File: config.mk
export PLATFORM = sky130hd
export DESIGN_NAME = beep_arbiter
export DESIGN_NICKNAME = d
export VERILOG_FILES = /design/src/rtl/beep_arbiter.sv
export SDC_FILE = /design/constraint.sdc
export NUM_CORES = 1
export LEC_CHECK = 0
export CAP_MARGIN = 40
export CORE_UTILIZATION = 40
export DETAILED_ROUTE_END_ITERATION = 10
export PLACE_DENSITY = 0.65
export SYNTH_ARGS = -nofsm -noshare
export SYNTH_HDL_FRONTEND = slang
export SYNTH_SLANG_ARGS = --single-unit
File: constraint.sdc
create_clock -name iCLK -period 8.4 [get_ports iCLK]
set_input_delay 2.1 -clock iCLK [delete_from_list [all_inputs] [get_ports iCLK]]
set_output_delay 2.1 -clock iCLK [all_outputs]
set_load 0.1 [all_outputs]
File: src/rtl/beep_arbiter.sv
// beep_arbiter: three-requester fixed-priority tone player.
// Requester 0 has the highest priority. A grant latches that requester's
// half-period and beat count, plays a square wave on oSND for BEATS beats,
// then holds a silent gap before it accepts the next request.
// All outputs come straight from registers.
module beep_arbiter #(
  parameter int BEAT_DIV = 6250000,
  parameter int GAP_CYC  = 625000
) (
  input  logic        iCLK,
  input  logic        iRST,
  input  logic [2:0]  iREQ,
  input  logic [15:0] iHALF0,
  input  logic [15:0] iHALF1,
  input  logic [15:0] iHALF2,
  input  logic [3:0]  iBEATS0,
  input  logic [3:0]  iBEATS1,
  input  logic [3:0]  iBEATS2,
  output logic [2:0]  oACK,
  output logic [1:0]  oOWNER,
  output logic        oBUSY,
  output logic        oSND
);

  localparam logic [1:0] S_IDLE = 2'd0;
  localparam logic [1:0] S_PLAY = 2'd1;
  localparam logic [1:0] S_GAP  = 2'd2;

  localparam logic [1:0] NO_OWNER = 2'd3;

  // The beat prescaler counts 0..BEAT_DIV-1 and the gap counter counts
  // 0..GAP_CYC-1, so neither can wrap inside its state.
  localparam int BW = (BEAT_DIV > 1) ? $clog2(BEAT_DIV) : 1;
  localparam int GW = (GAP_CYC > 1) ? $clog2(GAP_CYC) : 1;
  localparam logic [BW-1:0] BEAT_LAST = BW'(BEAT_DIV - 1);
  localparam logic [GW-1:0] GAP_LAST  = GW'((GAP_CYC > 0) ? (GAP_CYC - 1) : 0);
  localparam bit HAS_GAP = (GAP_CYC > 0);

  logic [1:0]    state_q, state_d;
  logic [BW-1:0] beat_cnt_q, beat_cnt_d;
  logic [3:0]    beat_idx_q, beat_idx_d;
  logic [15:0]   half_cnt_q, half_cnt_d;
  logic [GW-1:0] gap_cnt_q, gap_cnt_d;
  logic [15:0]   half_q, half_d;
  logic [3:0]    beats_q, beats_d;
  logic [1:0]    owner_d;
  logic [2:0]    ack_d;
  logic          busy_d;
  logic          snd_d;

  logic          grant_valid;
  logic [1:0]    grant_idx;
  logic [2:0]    grant_oh;
  logic [15:0]   half_sel;
  logic [3:0]    beats_sel;
  logic          play_last;

  // Fixed priority: lowest set request index wins, and its operands are selected.
  always_comb begin
    grant_valid = |iREQ;
    grant_idx   = 2'd0;
    grant_oh    = 3'b000;
    half_sel    = 16'd0;
    beats_sel   = 4'd0;
    if (iREQ[0]) begin
      grant_idx = 2'd0;
      grant_oh  = 3'b001;
      half_sel  = iHALF0;
      beats_sel = iBEATS0;
    end else if (iREQ[1]) begin
      grant_idx = 2'd1;
      grant_oh  = 3'b010;
      half_sel  = iHALF1;
      beats_sel = iBEATS1;
    end else if (iREQ[2]) begin
      grant_idx = 2'd2;
      grant_oh  = 3'b100;
      half_sel  = iHALF2;
      beats_sel = iBEATS2;
    end
  end

  // Last PLAY cycle: a zero-beat tone plays for a single cycle, otherwise
  // it is the final prescaler count of the final beat.
  always_comb begin
    play_last = (beats_q == 4'd0) ||
                ((beat_idx_q == (beats_q - 4'd1)) && (beat_cnt_q == BEAT_LAST));
  end

  // Next-state logic for the FSM, counters, latched operands and outputs.
  always_comb begin
    state_d    = state_q;
    beat_cnt_d = beat_cnt_q;
    beat_idx_d = beat_idx_q;
    half_cnt_d = half_cnt_q;
    gap_cnt_d  = gap_cnt_q;
    half_d     = half_q;
    beats_d    = beats_q;
    owner_d    = oOWNER;
    ack_d      = 3'b000;
    snd_d      = 1'b0;

    case (state_q)
      S_IDLE: begin
        owner_d = NO_OWNER;
        if (grant_valid) begin
          // Requests are only looked at here, so a tone is never preempted.
          state_d    = S_PLAY;
          half_d     = half_sel;
          beats_d    = beats_sel;
          owner_d    = grant_idx;
          ack_d      = grant_oh;
          beat_cnt_d = '0;
          beat_idx_d = 4'd0;
          half_cnt_d = 16'd0;
          gap_cnt_d  = '0;
        end
      end

      S_PLAY: begin
        if (play_last) begin
          beat_cnt_d = '0;
          beat_idx_d = 4'd0;
          half_cnt_d = 16'd0;
          gap_cnt_d  = '0;
          // A zero-beat tone skips the gap entirely.
          if ((beats_q != 4'd0) && HAS_GAP) begin
            state_d = S_GAP;
          end else begin
            state_d = S_IDLE;
            owner_d = NO_OWNER;
          end
        end else begin
          if (beat_cnt_q == BEAT_LAST) begin
            beat_cnt_d = '0;
            beat_idx_d = beat_idx_q + 4'd1;
          end else begin
            beat_cnt_d = beat_cnt_q + 1'b1;
          end
          // Half-period of zero is a rest: the output never leaves 0.
          if (half_q != 16'd0) begin
            if (half_cnt_q == (half_q - 16'd1)) begin
              half_cnt_d = 16'd0;
              snd_d      = ~oSND;
            end else begin
              half_cnt_d = half_cnt_q + 16'd1;
              snd_d      = oSND;
            end
          end
        end
      end

      S_GAP: begin
        if (gap_cnt_q == GAP_LAST) begin
          state_d   = S_IDLE;
          owner_d   = NO_OWNER;
          gap_cnt_d = '0;
        end else begin
          gap_cnt_d = gap_cnt_q + 1'b1;
        end
      end

      default: begin
        state_d = S_IDLE;
        owner_d = NO_OWNER;
      end
    endcase

    busy_d = (state_d != S_IDLE);
  end

  // State and output registers; reset aborts any tone immediately.
  always_ff @(posedge iCLK or posedge iRST) begin
    if (iRST) begin
      state_q    <= S_IDLE;
      beat_cnt_q <= '0;
      beat_idx_q <= 4'd0;
      half_cnt_q <= 16'd0;
      gap_cnt_q  <= '0;
      half_q     <= 16'd0;
      beats_q    <= 4'd0;
      oACK       <= 3'b000;
      oOWNER     <= NO_OWNER;
      oBUSY      <= 1'b0;
      oSND       <= 1'b0;
    end else begin
      state_q    <= state_d;
      beat_cnt_q <= beat_cnt_d;
      beat_idx_q <= beat_idx_d;
      half_cnt_q <= half_cnt_d;
      gap_cnt_q  <= gap_cnt_d;
      half_q     <= half_d;
      beats_q    <= beats_d;
      oACK       <= ack_d;
      oOWNER     <= owner_d;
      oBUSY      <= busy_d;
      oSND       <= snd_d;
    end
  end

endmodule

Word-level counts from Yosys, hierarchy flattened. Cells that the tools add are included.

Input port bits: 65. Logic and storage cells: 92. Bits in registers: 92. Output and inout bits: 7.

Equality and inequality tests: 13. Bitwise logic cells: 1. $add $sub $neg: 6. Reductions and logical operators: 16. Muxes and demuxes: 45.

Operators by type and width (number): $mux 16 (7); $mux 23 (3); $mux 20 (3); $pmux 20 s3 (1); $pmux 23 s2 (1); $pmux 16 s2 (1); $mux 4 (6); $add 23x1->23 const B (1); $eq 23x23->1 const B (1); $mux 2 (11); $add 20x1->20 const B (1); $eq 20x20->1 const B (1); $add 16x1->16 const B (1); $eq 16x16->1 (1); $reduce_bool 16->1 (1); $sub 16x1->16 const B (1); $mux 3 (5); $pmux 2 s3 (2); $reduce_and 3->1 (4); $ne 2x2->1 const B (4); $pmux 4 s2 (1); $ne 3x3->1 const B (2); $add 4x1->4 const B (1); $eq 4x4->1 (1); other kinds (15) (20).

Logic depth before layout (Yosys ltp). Gate-level depths: netlist (run 1).

Depth in word-level cells: 7. Depth in mapped cells: 11. Depth with buffers taken out: 10.

Least setup slack after synthesis (run 1). OpenSTA, ideal clock, no wires.

Path kind: input to register. Start point: input port iREQ[0]. End point: register gap_cnt_q[18]. Data required time: 8.290 ns. Path buffers: 3. Path slack: 4.687 ns. Library setup time: 0.110 ns. Data arrival time: 3.602 ns. Cell stages on the path: 9. Cells stage by stage: clkbuf_1 -> or3_1 -> nor3_1 -> a21oi_1 -> nand2_1 -> clkbuf_1 -> clkbuf_1 -> o21ai_0 -> o41ai_1.

Cells in the longest elaborated chain, start to end: 3.

Ends and longest elaborated chain: start: declaration (line 12) `input logic [2:0] iREQ,`; $reduce_or 3->1 (line 60) `grant_valid = |iREQ;`; $ne 2x2->1 (no line); $reduce_and 3->1 (no line); end signal: assignment (line 191) `gap_cnt_q <= gap_cnt_d;`; end: declaration (line 43) `logic [GW-1:0] gap_cnt_q, gap_cnt_d;`.

No other way between the ends. A chain may end at the register's enable or synchronous reset.

Worst setup path after layout (run 1).
Start point: input port iREQ[1]. End point: register beat_cnt_q[20].

Cells in the longest elaborated chain, start to end: 3.

Ends and longest elaborated chain: $reduce_or 3->1 (line 60); $ne 2x2->1 (no line); $reduce_and 2->1 (no line); end signal: assignment (line 188) `beat_cnt_q <= beat_cnt_d;`; end: declaration (line 40) `logic [BW-1:0] beat_cnt_q, beat_cnt_d;`.

No other way between the ends.

==> reports/metrics.cfg, run 1 <==
[status]
status=complete, no violations

[worst_setup_path]
slowest_stage=clkdlybuf4s50_1
crit_path_max_incr_delay_ps=1060
path_cells=clkdlybuf4s50_1 > nor4_1 > nor2_1 > and4_1 > nand2_1 > nor2_1 > nand4_1 > xor2_1 > nor2_1
start_kind=input pin
rrSetupSlack_ps=5250
critPathArrivalTime_ps=4760
critical_path.top_delay_family=simple AND/OR/NAND/NOR gates
crit_top_cell=nor2_1
worst-path-max-fanout=25
critPathCaptureType=flip-flop
cp.required_ps=8630
worstSetupPathType=input pin to flip-flop
critPathBufInv=1

[layout]
syn_to_final_growth_pct=23.4
diodes=0
final_core_util_pct=50.6
fillers=1303
layout.nets=767
layout-drive-gt1-share_pct=6.71
fin_area_mm2=0.00671

[timing]
setup_viol_count_final=0
period_needed_ps=4530
worst_pin_slew_ps=896
period_share_pct=54.0
final_max_slew_viol_count=0
rsz0062_at_grt=false
setup-tns-final_ps=0
slew_headroom_pct=40.1
finClkSkew_ps=8.51
hold_viol=0
max_freq_ghz=0.221

[cts]
cts_buffers=9
postCtsHoldBufs=0
cts_setup_buffers=0
cts_tree=built
htreeDepth=3
cts_buffer_depth=2
clk_latency_ps=350
path_clk_slew_ps=60
clock_sinks=92
root_buffer=clkbuf_16
post_cts_resized=0

[logic_synthesis]
synth-seq-cells=92
synth_top_cell_area_share_pct=41.4
yosysWarnings=0
synth_edf_count=0
synthTopCellsByArea=dfrtp_1, o21ai_0, nand2_1
synth_top_cell_by_area=dfrtp_1
postSynthAreaPerCell_um2=8.61
synthArstFlopShare_pct=100
synth_fp_nets=703
synthesis.area_mm2=0.00543
netlist_instances=631
ys.flop_type=dfrtp_1
synth_cell_types=58
synth_seq_area_share_pct=42.4

[floorplan]
row_count=42
design.core.area_mm2=0.0132
die_w_um=119
start_util_pct=41.0
die-area_mm2=0.0141
io_pins=72
fp.dieH_um=119

[job]
maxCapViolCount=0

[pwr]
comb_power_share_pct=41.5
clockPowerShare_pct=22.3
p_sw_uw=693
ir_worst_vdd_v=0.000160
leakage_uw=0.00271
p_int_uw=1020
power_density_mw_per_mm2=256
p_sw_share_pct=40.4
total_power_uw=1720
pwr-share-seq_pct=36.3

[place]
post_dp_cell_area_mm2=0.00642
port_buffers=71
gp_congestion=0.850
dpl.hpwl_um=9620

[route]
avgViaCountPerCell=5.41
drc=0
post_drt_wl_per_cell_um=14.8
dr.pass1.iters=6
ant_nets=0
vias=4738
drt_iter0_markers=254
totalWireLength_um=13000

[global_route]
grt_pass1_wl_um=22500
grt_max_degree=55
grtUsageTotal_pct=19.8
grt-ovfl-total=0
grt_pass1_vias=4807
antenna_found_initial=0

[hold_path]
hold_class=flip-flop to flip-flop

placed cells by master, fill, tap and decap left out, drive strengths merged, types with 2 or more instances in the layout:
| master | instances |
|---|---|
| a21oi | 33 |
| a22oi | 20 |
| a31oi | 11 |
| a32o | 2 |
| and2 | 2 |
| and3 | 18 |
| and4 | 3 |
| buf | 13 |
| clkbuf | 11 |
| clkdlybuf4s50 | 71 |
| clkinv | 4 |
| clkinvlp | 2 |
| dfrtp | 90 |
| dfstp | 2 |
| ha | 7 |
| inv | 18 |
| mux2 | 2 |
| mux2i | 6 |
| nand2 | 73 |
| nand2b | 8 |
| nand3 | 31 |
| nand3b | 2 |
| nand4 | 15 |
| nor2 | 66 |
| nor2b | 7 |
| nor3 | 15 |
| nor3b | 3 |
| nor4 | 15 |
| nor4b | 4 |
| o21a | 2 |
| o21ai | 63 |
| o22ai | 2 |
| o31ai | 6 |
| o41ai | 3 |
| or3 | 6 |
| or4 | 2 |
| xnor2 | 30 |
| xor2 | 23 |
routing by layer:
layer | track usage, % | vias up | wire [µm]
met5 | 0 | - | 0
met3 | 4.54 | 28 | 357
met1 | 23.8 | 2269 | 5750
met4 | 7.91 | 0 | 317
li1 | - | 2374 | -
met2 | 34.1 | 67 | 6570
cells by family after synthesis:
| logic type | after synthesis | synth area share, % |
|---|---|---|
| and+or+nand+nor | 273 | 25.6 |
| xor gates and xnor gates | 53 | 8.68 |
| muxes | 8 | 1.52 |
| buffers and inverters | 50 | 4.05 |
| adders and majority gates | 7 | 1.61 |
| DFF | 92 | 42.4 |
| AOI/OAI and AO/OA | 148 | 16.1 |
power by group through the flow:
stage / Combinational [µW] / Clock (µW) / Sequential (µW)
after floorplan: 473 / 0 / 656
after global placement: 640 / 0 / 627
after detailed placement: 711 / 0 / 631
after CTS: 714 / 393 / 623
after global routing: 787 / 414 / 636
final: 712 / 382 / 623
cells in the mapped netlist (all sizes together), types with 2 or more instances:
cell type,number
dfstp,2
clkbuf,21
mux2i,6
o21a,2
nor3,15
nor4b,4
nor4,15
inv,19
or4,2
nand3,31
mux2,2
and3,18
and4,3
nor3b,3
dfrtp,90
or3,6
o22ai,2
a31oi,11
nand2b,8
and2,2
nor2,66
nand3b,2
buf,10
a32o,2
o41ai,3
a21oi,33
xnor2,30
nand2,73
o21ai,63
ha,7
o31ai,6
a22oi,20
xor2,23
nand4,15
nor2b,7
worst register-to-register path, cell delays in order, from the launching register on:
cell	delay [ps]
dfrtp_1	450
inv_1	90
ha_1	270
nor3b_4	320
nand2_2	110
or4_1	510
a21oi_1	140
a211oi_1	70
or4_4	680
nand2_1	260
o22ai_1	130
flip-flops by register name, indices dropped and copies added, names as in the netlist:
register	flops
beats_q	4
oOWNER	2
gap_cnt_q	20
beat_idx_q	4
half_q	16
oSND	1
oBUSY	1
half_cnt_q	16
oACK	3
state_q	2
beat_cnt_q	23
through the flow:
stage                     cells  hold WS (ps)  setup WS [ps]
final                       876           502           3870
after global routing        876           521           3570
after CTS                   876           503           3930
after detailed placement    860           494           3580
after global placement      851           488           3510
after floorplan             631           465           3910
path summary, 6_finish.rpt:
path	from	endpoint	cells after the start
worst min-delay path	beat_idx_q[3]	beat_idx_q[3]	1
worst min register to register	beat_idx_q[3]	beat_idx_q[3]	1
worst max-delay path	iREQ[1]	beat_cnt_q[20]	9
max in group asynchronous	iRST	half_q[8]	3
min in group asynchronous	iRST	beat_cnt_q[15]	2
worst max register to register	half_q[0]	half_cnt_q[7]	10
cell type report:
| class | instances | area [µm²] | area share, % |
|---|---|---|---|
| Sequential cell | 92 | 2300 | 34.4 |
| Clock buffer | 11 | 243 | 3.62 |
| Tap cell | 176 | 220 | 3.28 |
| Timing Repair Buffer | 84 | 918 | 13.7 |
| Clock inverter | 5 | 37.5 | 0.560 |
| Inverter | 19 | 72.6 | 1.08 |
| Multi-Input combinational cell | 489 | 2910 | 43.4 |
Note: power is estimated with default switching activity, not from simulation.
==> run 2: changes to the inputs <==
- PLACE_DENSITY: 0.65 -> 0.67
- clock period: 8.4 -> 3.9 ns (I/O delays scaled with it)
==> run 2 against run 1 <==
  * Clock-buffer cell count shrank 1
  * Final cell count grew 0.34%
  * Power grew 120%
  * Sequential power grew 120%
  * Register-to-register slack lost 4500 ps
  * Global-route usage grew 0.20 points
  * Clock power grew 120%
==> reports/metrics.cfg, run 2 (synthesis gave the netlist of run 1 again) <==
[status]
status=complete, no violations  ; unchanged

[timing]
max_freq_ghz=0.318
period_needed_ps=3150
final_max_slew_viol_count=0  ; unchanged
worst_pin_slew_ps=799  ; was 896 ps
slew_headroom_pct=46.6  ; was 40.1%
period_share_pct=80.7
rsz0062_at_grt=false  ; unchanged
setup_viol_count_final=0  ; unchanged
setup-tns-final_ps=0  ; unchanged
hold_viol=0  ; unchanged
finClkSkew_ps=5.88  ; was 8.51 ps

[layout]
final_common_cell=dfrtp_1  ; unchanged
diodes=0  ; unchanged
largest_register_ffs=23  ; unchanged
final_cell_mix=dfrtp_1, nand2_1, clkdlybuf4s50_1, nor2_1, o21ai_0  ; unchanged
layout.nets=770  ; was 767
reg.largest.list=beat_cnt_q x23, gap_cnt_q x20  ; unchanged
fin_area_mm2=0.00674  ; was 0.00671 mm²
syn_to_final_growth_pct=24.1  ; was 23.4%
fillers=1259  ; was 1303
layout-drive-gt1-share_pct=7.25  ; was 6.71%
largest-register=beat_cnt_q  ; unchanged

[route]
totalWireLength_um=13300  ; was 13000 µm
dr.pass1.iters=5  ; was 6
drt_iter0_markers=262  ; was 254
post_drt_wl_per_cell_um=15.1  ; was 14.8 µm
vias=4804  ; was 4738
avgViaCountPerCell=5.47  ; was 5.41
ant_nets=0  ; unchanged
drc=0  ; unchanged

[cts]
path_clk_slew_ps=60  ; about the same
postCtsHoldBufs=0  ; unchanged
post_cts_resized=0  ; unchanged
clock_sinks=92  ; unchanged
cts_buffers=9  ; unchanged
cts_tree=built  ; unchanged
cts_buffer_depth=2  ; unchanged
root_buffer=clkbuf_16  ; unchanged
clk_latency_ps=350  ; about the same
cts_setup_buffers=0  ; unchanged
htreeDepth=3  ; unchanged

[worst_setup_path]
cp.required_ps=4120  ; was 8630 ps
startpoint=half_q[0]  ; was iREQ[1]
critPathArrivalTime_ps=3370  ; was 4760 ps
worst-path-max-fanout=21  ; was 25
start_kind=flip-flop  ; was input pin
worstSetupPathType=flip-flop to flip-flop  ; was input pin to flip-flop
critPathCaptureType=flip-flop  ; unchanged
r2r_start=half_q[0]  ; unchanged

[pwr]
power_density_mw_per_mm2=551  ; was 256 mW/mm²
total_power_uw=3720  ; was 1720 µW
ir_worst_vdd_v=0.000308  ; was 0.000160 V
leakage_uw=0.00272  ; was 0.00271 µW

[floorplan]
design.core.area_mm2=0.0132  ; unchanged
fp.dieH_um=119  ; unchanged
start_util_pct=41.0  ; unchanged
io_pins=72  ; unchanged
row_count=42  ; unchanged
die_w_um=119  ; unchanged
die-area_mm2=0.0141  ; unchanged

[hold_path]
hp-start=beat_idx_q[3]  ; unchanged
hold_class=flip-flop to flip-flop  ; unchanged

[global_route]
grt-ovfl-total=0  ; unchanged
grtUsageTotal_pct=20.0  ; was 19.8%
grt_pass1_vias=4767  ; was 4807
grt_pass1_wl_um=22700  ; was 22500 µm
grt_max_degree=52  ; was 55
antenna_found_initial=0  ; unchanged

[place]
dpl.hpwl_um=9800  ; was 9620 µm
gp_congestion=0.851  ; was 0.850
port_buffers=71  ; unchanged
post_dp_cell_area_mm2=0.00646  ; was 0.00642 mm²

[job]
maxCapViolCount=0  ; unchanged

## run 2: changes by cell type in the layout (fill, tap and decap cells not counted), sizes merged
cell and change:
buf +3, clkbuf -1, clkinv -1, clkinvlp +2
## run 2: final timing paths
kind | to | slack, ps | cells past startpoint
worst max-delay path | half_cnt_q[7] | 750 | 10
worst min-delay path | beat_idx_q[3] | 500 | 1
worst max register to register | half_cnt_q[7] | 750 | 10
worst min register to register | beat_idx_q[3] | 500 | 1
max in group asynchronous | oOWNER[0] | 2050 | 3
min in group asynchronous | half_cnt_q[6] | 1080 | 2
## run 2: layout make-up
| class | count | area, µm² | area share [%] |
|---|---|---|---|
| multi-input cells | 489 | 2910 | 43.1 |
| well taps | 176 | 220 | 3.27 |
| clock buffers | 10 | 239 | 3.54 |
| inverters | 19 | 72.6 | 1.08 |
| repair buffers | 87 | 958 | 14.2 |
| clock inverters | 6 | 40.0 | 0.594 |
| flip-flops and latches | 92 | 2300 | 34.2 |
## run 2: through the flow
step                      cells  utilization, %  worst slack, ps  hold slack, ps
after floorplan             631               -              536             465
after CTS                   879            50.9              740             503
after global routing        879            50.9              477             524
final                       879            50.9              752             497
after global placement      855            47.5              616             483
after detailed placement    863            48.8              572             490
## run 2: critical path, stage by stage (launching register included)
cell and delay, ps:
dfrtp_1 470, inv_1 100, ha_1 250, nor3b_4 320, nand2_2 120, or4_1 510, a21oi_1 140, a211oi_1 80
or4_4 690, nand2_1 220, o22ai_1 130
## run 2: layer usage
metal / wire [µm] / track usage [%] / vias up
met5: 0 / 0 / -
met4: 303 / 7.44 / 0
met3: 292 / 3.81 / 21
met2: 6940 / 35.2 / 77
met1: 5730 / 24.1 / 2333
li1: - / - / 2373
## run 2: power by group
group	switching (µW)	internal, µW
clock	376	447
combinational	892	655
sequential	230	1120
total	1500	2220
